[config.mk]
export PLATFORM = sky130hd
export DESIGN_NAME = sd_dac
export DESIGN_NICKNAME = d
export VERILOG_FILES = /design/src/rtl/sd_dac.sv
export SDC_FILE = /design/constraint.sdc
export NUM_CORES = 1
export LEC_CHECK = 0
export CAP_MARGIN = 30
export CELL_PAD_IN_SITES_DETAIL_PLACEMENT = 1
export CELL_PAD_IN_SITES_GLOBAL_PLACEMENT = 2
export CORE_ASPECT_RATIO = 0.6
export CORE_MARGIN = 2
export CORE_UTILIZATION = 39
export DETAILED_ROUTE_END_ITERATION = 16
export PLACE_DENSITY_LB_ADDON = 0.08
export SETUP_SLACK_MARGIN = 0.3
export SYNTH_ARGS = -nofsm -noshare
export SYNTH_HDL_FRONTEND = slang
export SYNTH_SLANG_ARGS = --single-unit
[constraint.sdc]
create_clock -name clk -period 2.3 [get_ports clk]
set_clock_uncertainty 0.05 [all_clocks]
set_input_delay 0.46 -clock clk [delete_from_list [all_inputs] [get_ports clk]]
set_output_delay 0.46 -clock clk [all_outputs]
set_load 0.01 [all_outputs]
[src/rtl/sd_dac.sv]
// First-order sigma-delta DAC with a one-word holding register and a fixed update period.
// Optional LFSR dither on the accumulator carry-in is enabled by defining SD_DAC_DITHER_EN.
module sd_dac #(
  parameter int unsigned DAC_WIDTH   = 8,
  parameter int unsigned UPDATE_BITS = 10
) (
  input  logic                 clk,
  input  logic                 rst_n,
  input  logic [DAC_WIDTH-1:0] digital_in,
  input  logic                 sample_valid,
  output logic                 sample_ready,
  output logic                 analog_out,
  output logic                 code_update,
  output logic                 underrun
);

  localparam int unsigned SUM_W = DAC_WIDTH + 1;

  logic [UPDATE_BITS-1:0] counter;
  logic [DAC_WIDTH-1:0]   hold_reg;
  logic                   hold_full;
  logic [DAC_WIDTH-1:0]   active_code;
  logic [DAC_WIDTH-1:0]   acc;
  logic [SUM_W-1:0]       sum;
  logic                   period_end;
  logic                   accept;
  logic                   carry_in;

  assign period_end   = &counter;
  assign sample_ready = ~hold_full;
  assign accept       = sample_valid & ~hold_full;

`ifdef SD_DAC_DITHER_EN
  logic [15:0] lfsr;
  logic        lfsr_fb;

  // Fibonacci LFSR, taps 16,14,13,11
  assign lfsr_fb = lfsr[15] ^ lfsr[13] ^ lfsr[12] ^ lfsr[10];

  always_ff @(posedge clk or negedge rst_n) begin
    if (!rst_n) lfsr <= 16'hACE1;
    else        lfsr <= {lfsr[14:0], lfsr_fb};
  end

  assign carry_in = lfsr[0];
`else
  assign carry_in = 1'b0;
`endif

  assign sum = SUM_W'(acc) + SUM_W'(active_code) + SUM_W'(carry_in);

  // Update period counter
  always_ff @(posedge clk or negedge rst_n) begin
    if (!rst_n) counter <= '0;
    else        counter <= counter + UPDATE_BITS'(1);
  end

  // Holding register and transfer to the active code at period end
  always_ff @(posedge clk or negedge rst_n) begin
    if (!rst_n) begin
      hold_reg    <= '0;
      hold_full   <= 1'b0;
      active_code <= '0;
      code_update <= 1'b0;
      underrun    <= 1'b0;
    end else begin
      code_update <= 1'b0;
      underrun    <= 1'b0;
      if (period_end && hold_full) begin
        active_code <= hold_reg;
        hold_full   <= 1'b0;
        code_update <= 1'b1;
      end else begin
        if (period_end) underrun <= 1'b1;
        if (accept) begin
          hold_reg  <= digital_in;
          hold_full <= 1'b1;
        end
      end
    end
  end

  // Modulator; accumulator is never cleared on a code change
  always_ff @(posedge clk or negedge rst_n) begin
    if (!rst_n) begin
      acc        <= '0;
      analog_out <= 1'b0;
    end else begin
      acc        <= sum[DAC_WIDTH-1:0];
      analog_out <= sum[DAC_WIDTH];
    end
  end

endmodule

# [Word-level counts from Yosys, hierarchy flattened]
# Cells that the tools add are included.
[op_classes] n_addsub=2 muxes=5 bitwise=3 reduce_logical=4
[op_table] operator="adder 10 x 1 -> 10 bit, second input constant" count=1
[op_table] operator="AND reduction 10 bit" count=1
[op_table] operator="adder 8 x 8 -> 9 bit" count=1
[op_table] operator="two-way mux 1 bit" count=5
[op_table] operator="inverter 1 bit" count=2
[op_table] operator="AND reduction 2 bit" count=1
[op_table] operator="nonzero test 2 bit" count=1
[op_table] operator="bitwise AND 1 bit" count=1
[op_table] operator="logical AND 1 bit" count=1
[totals] reg_bits=38

# [Depth between registers and ports, before layout]
[logic_depth] word_depth=4 mapped_depth=6 ltp_nobuf=6

# [Worst setup path after synthesis]
# OpenSTA, ideal clock, no wires.
[synth_timing] path_kind="reg2reg" from="register counter[3]" to="register active_code[0]" t_arrival_ns=1.431 path_slack_ns=0.694 path_stages_with_launch=5 path_buffers=0 path_cell_list="dfrtp_1 -> and4_4 -> nand3_4 -> nor3_4 -> mux2_2"
[synth_between] elab_chain_len=2
[synth_rtl] element="start, declared" line_no="19" source="logic [UPDATE_BITS-1:0] counter;"
[synth_rtl] element="start signal, assigned" line_no="55" source="else counter <= counter + UPDATE_BITS'(1);"
[synth_rtl] element="AND reduction 10 bit" line_no="29" source="assign period_end = &counter;"
[synth_rtl] element="logical AND 1 bit" line_no="69" source="if (period_end && hold_full) begin"
[synth_rtl] element="end signal, assigned" line_no="70" source="active_code <= hold_reg;"
[synth_rtl] element="end, declared" line_no="22" source="logic [DAC_WIDTH-1:0] active_code;"
# No other way between the ends.
# A chain may end at the register's enable or synchronous reset.

# [Worst setup path in the final report]
[layout_timing] from="register hold_full" to="output sample_ready"
[layout_between] elab_chain_len=1
[layout_rtl] element="start, declared" line_no="21" source="logic hold_full;"
[layout_rtl] element="start signal, assigned" line_no="62" source="hold_full <= 1'b0;"
[layout_rtl] element="start signal, assigned" line_no="71" source="hold_full <= 1'b0;"
[layout_rtl] element="start signal, assigned" line_no="77" source="hold_full <= 1'b1;"
[layout_rtl] element="inverter 1 bit" line_no="30" source="assign sample_ready = ~hold_full;"
[layout_rtl] element="end, declared" line_no="11" source="output logic sample_ready,"
# No other way between the ends.

==> impl_metrics.json <==
{
  "status": "completed",
  "ys_dominant_reg_cell": "dfrtp_1",
  "grt_usage": 0.1528,
  "synthArstFlopShare": 1.000,
  "io_buffers": 14,
  "cts_tree": "done",
  "finalHoldViolations": 0,
  "most-common-layout-cells": "38 x dfrtp_1, 16 x mux2_2, 13 x clkdlybuf4s50_1",
  "vias": 1007,
  "final_common_cell": "dfrtp_1",
  "dp_hpwl_um": 2389,
  "rsz0062_at_grt": "false",
  "grt_overflow_total": 0,
  "dr.pass1.iters": 3,
  "setup_viol": 0,
  "postSynthAreaPerCell_um2": 13.32,
  "post_cts_resized": 0,
  "min_period_over_period": 0.8220,
  "finish.utilization": 0.4838,
  "largest_register_ffs": 10,
  "ant_nets": 0,
  "viasPerCell": 4.841,
  "synth_largest_area_cell": "dfrtp_1",
  "post-place-ws_ns": 0.2877,
  "power_density_mw_per_mm2": 579.0,
  "clock_latency_ns": 0.28,
  "regMostFlops": "counter",
  "cp_max_fo": 4,
  "stdcell_count": 208,
  "grt_first_pass_wirelength_um": 5257,
  "io_pins": 15,
  "area_delta_synth_final_pct": 19.08,
  "peakVddDrop_mv": 0.2942,
  "synth-edff-count": 0,
  "num-fill-cells": 430,
  "grt_antenna_before_repair": 0,
  "row_count": 18,
  "die_y_um": 54.62,
  "critPathArrivalTime_ns": 1.38,
  "ys_seq_area_frac": 0.5710,
  "max_cap_viol_count": 0,
  "place_area_mm2": 0.001879,
  "initial_core_util": 0.4063,
  "cts.sinks": 38,
  "synth.distinct_cells": 28,
  "cts_hold_buffers": 0,
  "min_path_type": "input pin to asynchronous set/reset pin",
  "cts_buffer_depth": 2,
  "required_ns": 1.79,
  "grt_max_degree": 39,
  "slew_headroom": 0.4576,
  "wl_um": 3043,
  "p_total_mw": 1.148,
  "grt_pass1_vias": 1034,
  "synthesis.area_mm2": 0.001665,
  "post_drt_wl_per_cell_um": 14.63,
  "timing.fmax_mhz": 529.0,
  "finalMaxSlewViolations": 0,
  "drc_errors": 0,
  "drive_above_1_share": 0.1959,
  "hold_ws_ns": 0.2257,
  "fin_tns_setup_ns": 0,
  "final_critical_path_setup_slack_ns": 0.4095,
  "n_antenna_cell": 0,
  "placed_cells": 199,
  "end_kind": "output pin",
  "die-width_um": 88.36,
  "nets": 169,
  "ys_top_cells_by_area": "dfrtp_1 57%, mux2_2 11%, ha_1 6.8%",
  "dieArea_mm2": 0.004826,
  "synth_fp_nets": 146,
  "path_clk_slew_ns": 0.06,
  "root_buffer": "clkbuf_8",
  "period_minus_slack_ns": 1.890,
  "drtIter0Drc": 20,
  "synth_seq_cells": 38,
  "postCtsSetupRepairBufs": 0,
  "synth_warnings": 0,
  "htree_levels": 2,
  "fin_area_mm2": 0.001983,
  "coreArea_mm2": 0.004099,
  "critPathKind": "flip-flop to output pin",
  "critical_path.startpoint_type": "flip-flop",
  "numCtsBuffers": 5,
  "synth_cells": 125,
  "tightestPinTransition_ns": 0.8137,
  "place.gp.congestion": 0.7036,
  "netlist.area_leader.share": 0.5710,
  "p_leak_nw": 0.9549
}
## path summary, 6_finish.rpt
| path | from | to | slack [ns] | depth (start not counted) |
|---|---|---|---|---|
| worst min-delay path | rst_n | counter[1] | 0.23 | 1 |
| max in group asynchronous | rst_n | active_code[2] | 1.46 | 1 |
| worst min register to register | counter[0] | counter[0] | 0.42 | 1 |
| worst max register to register | active_code[0] | analog_out | 0.41 | 6 |
| worst max-delay path | hold_full | sample_ready | 0.41 | 2 |
| min in group clk | counter[0] | counter[0] | 0.42 | 1 |
## critical path, stage by stage (launching register included)
cell	delay, ns
dfrtp_1	0.41
inv_1	0.14
clkdlybuf4s50_1	0.55
## cells in the mapped netlist, types with 3 or more instances
cell type / instances
nor3_1: 3
nand2_1: 4
ha_1: 9
nor2b_1: 3
xnor2_1: 7
nand3_1: 6
nor2_1: 6
mux2_2: 16
xor2_1: 5
dfrtp_1: 38
inv_1: 5
a21oi_1: 5
## area by class of cell
type | instances | area [µm²] | area share
Sequential cell | 38 | 950.9 | 0.4795
Clock buffer | 7 | 76.32 | 0.03849
Timing Repair Buffer | 17 | 170.2 | 0.08580
Multi-Input combinational cell | 81 | 691.9 | 0.3489
Inverter | 5 | 18.77 | 0.009464
Tap cell | 60 | 75.07 | 0.03785
## power by group
part	total, mW	switching, mW	internal [mW]
clock	0.410	0.202	0.208
combinational	0.0453	0.0194	0.0259
sequential	0.693	0.00831	0.685
## metal layers
| metal | track usage | vias up | share of wire |
|---|---|---|---|
| met5 | 0 | - | 0 |
| met4 | 0.05303 | 0 | 0.0062 |
| met3 | 0.04827 | 2 | 0.037 |
| met2 | 0.2068 | 12 | 0.40 |
| met1 | 0.2279 | 505 | 0.56 |
| li1 | - | 488 | - |
## logic make-up (layout without fill, tap and decap cells)
| group | after synthesis | after routing | share of synthesized area |
|---|---|---|---|
| AOI/OAI and AO/OA | 13 | 13 | 0.05409 |
| DFF | 38 | 38 | 0.5710 |
| buffers and inverters | 6 | 29 | 0.01352 |
| and+or+nand+nor | 29 | 29 | 0.1044 |
| xor gates and xnor gates | 12 | 12 | 0.06311 |
| adders and majority gates | 10 | 10 | 0.07964 |
| muxes | 17 | 17 | 0.1142 |
Power figures use the tool's default switching activity.
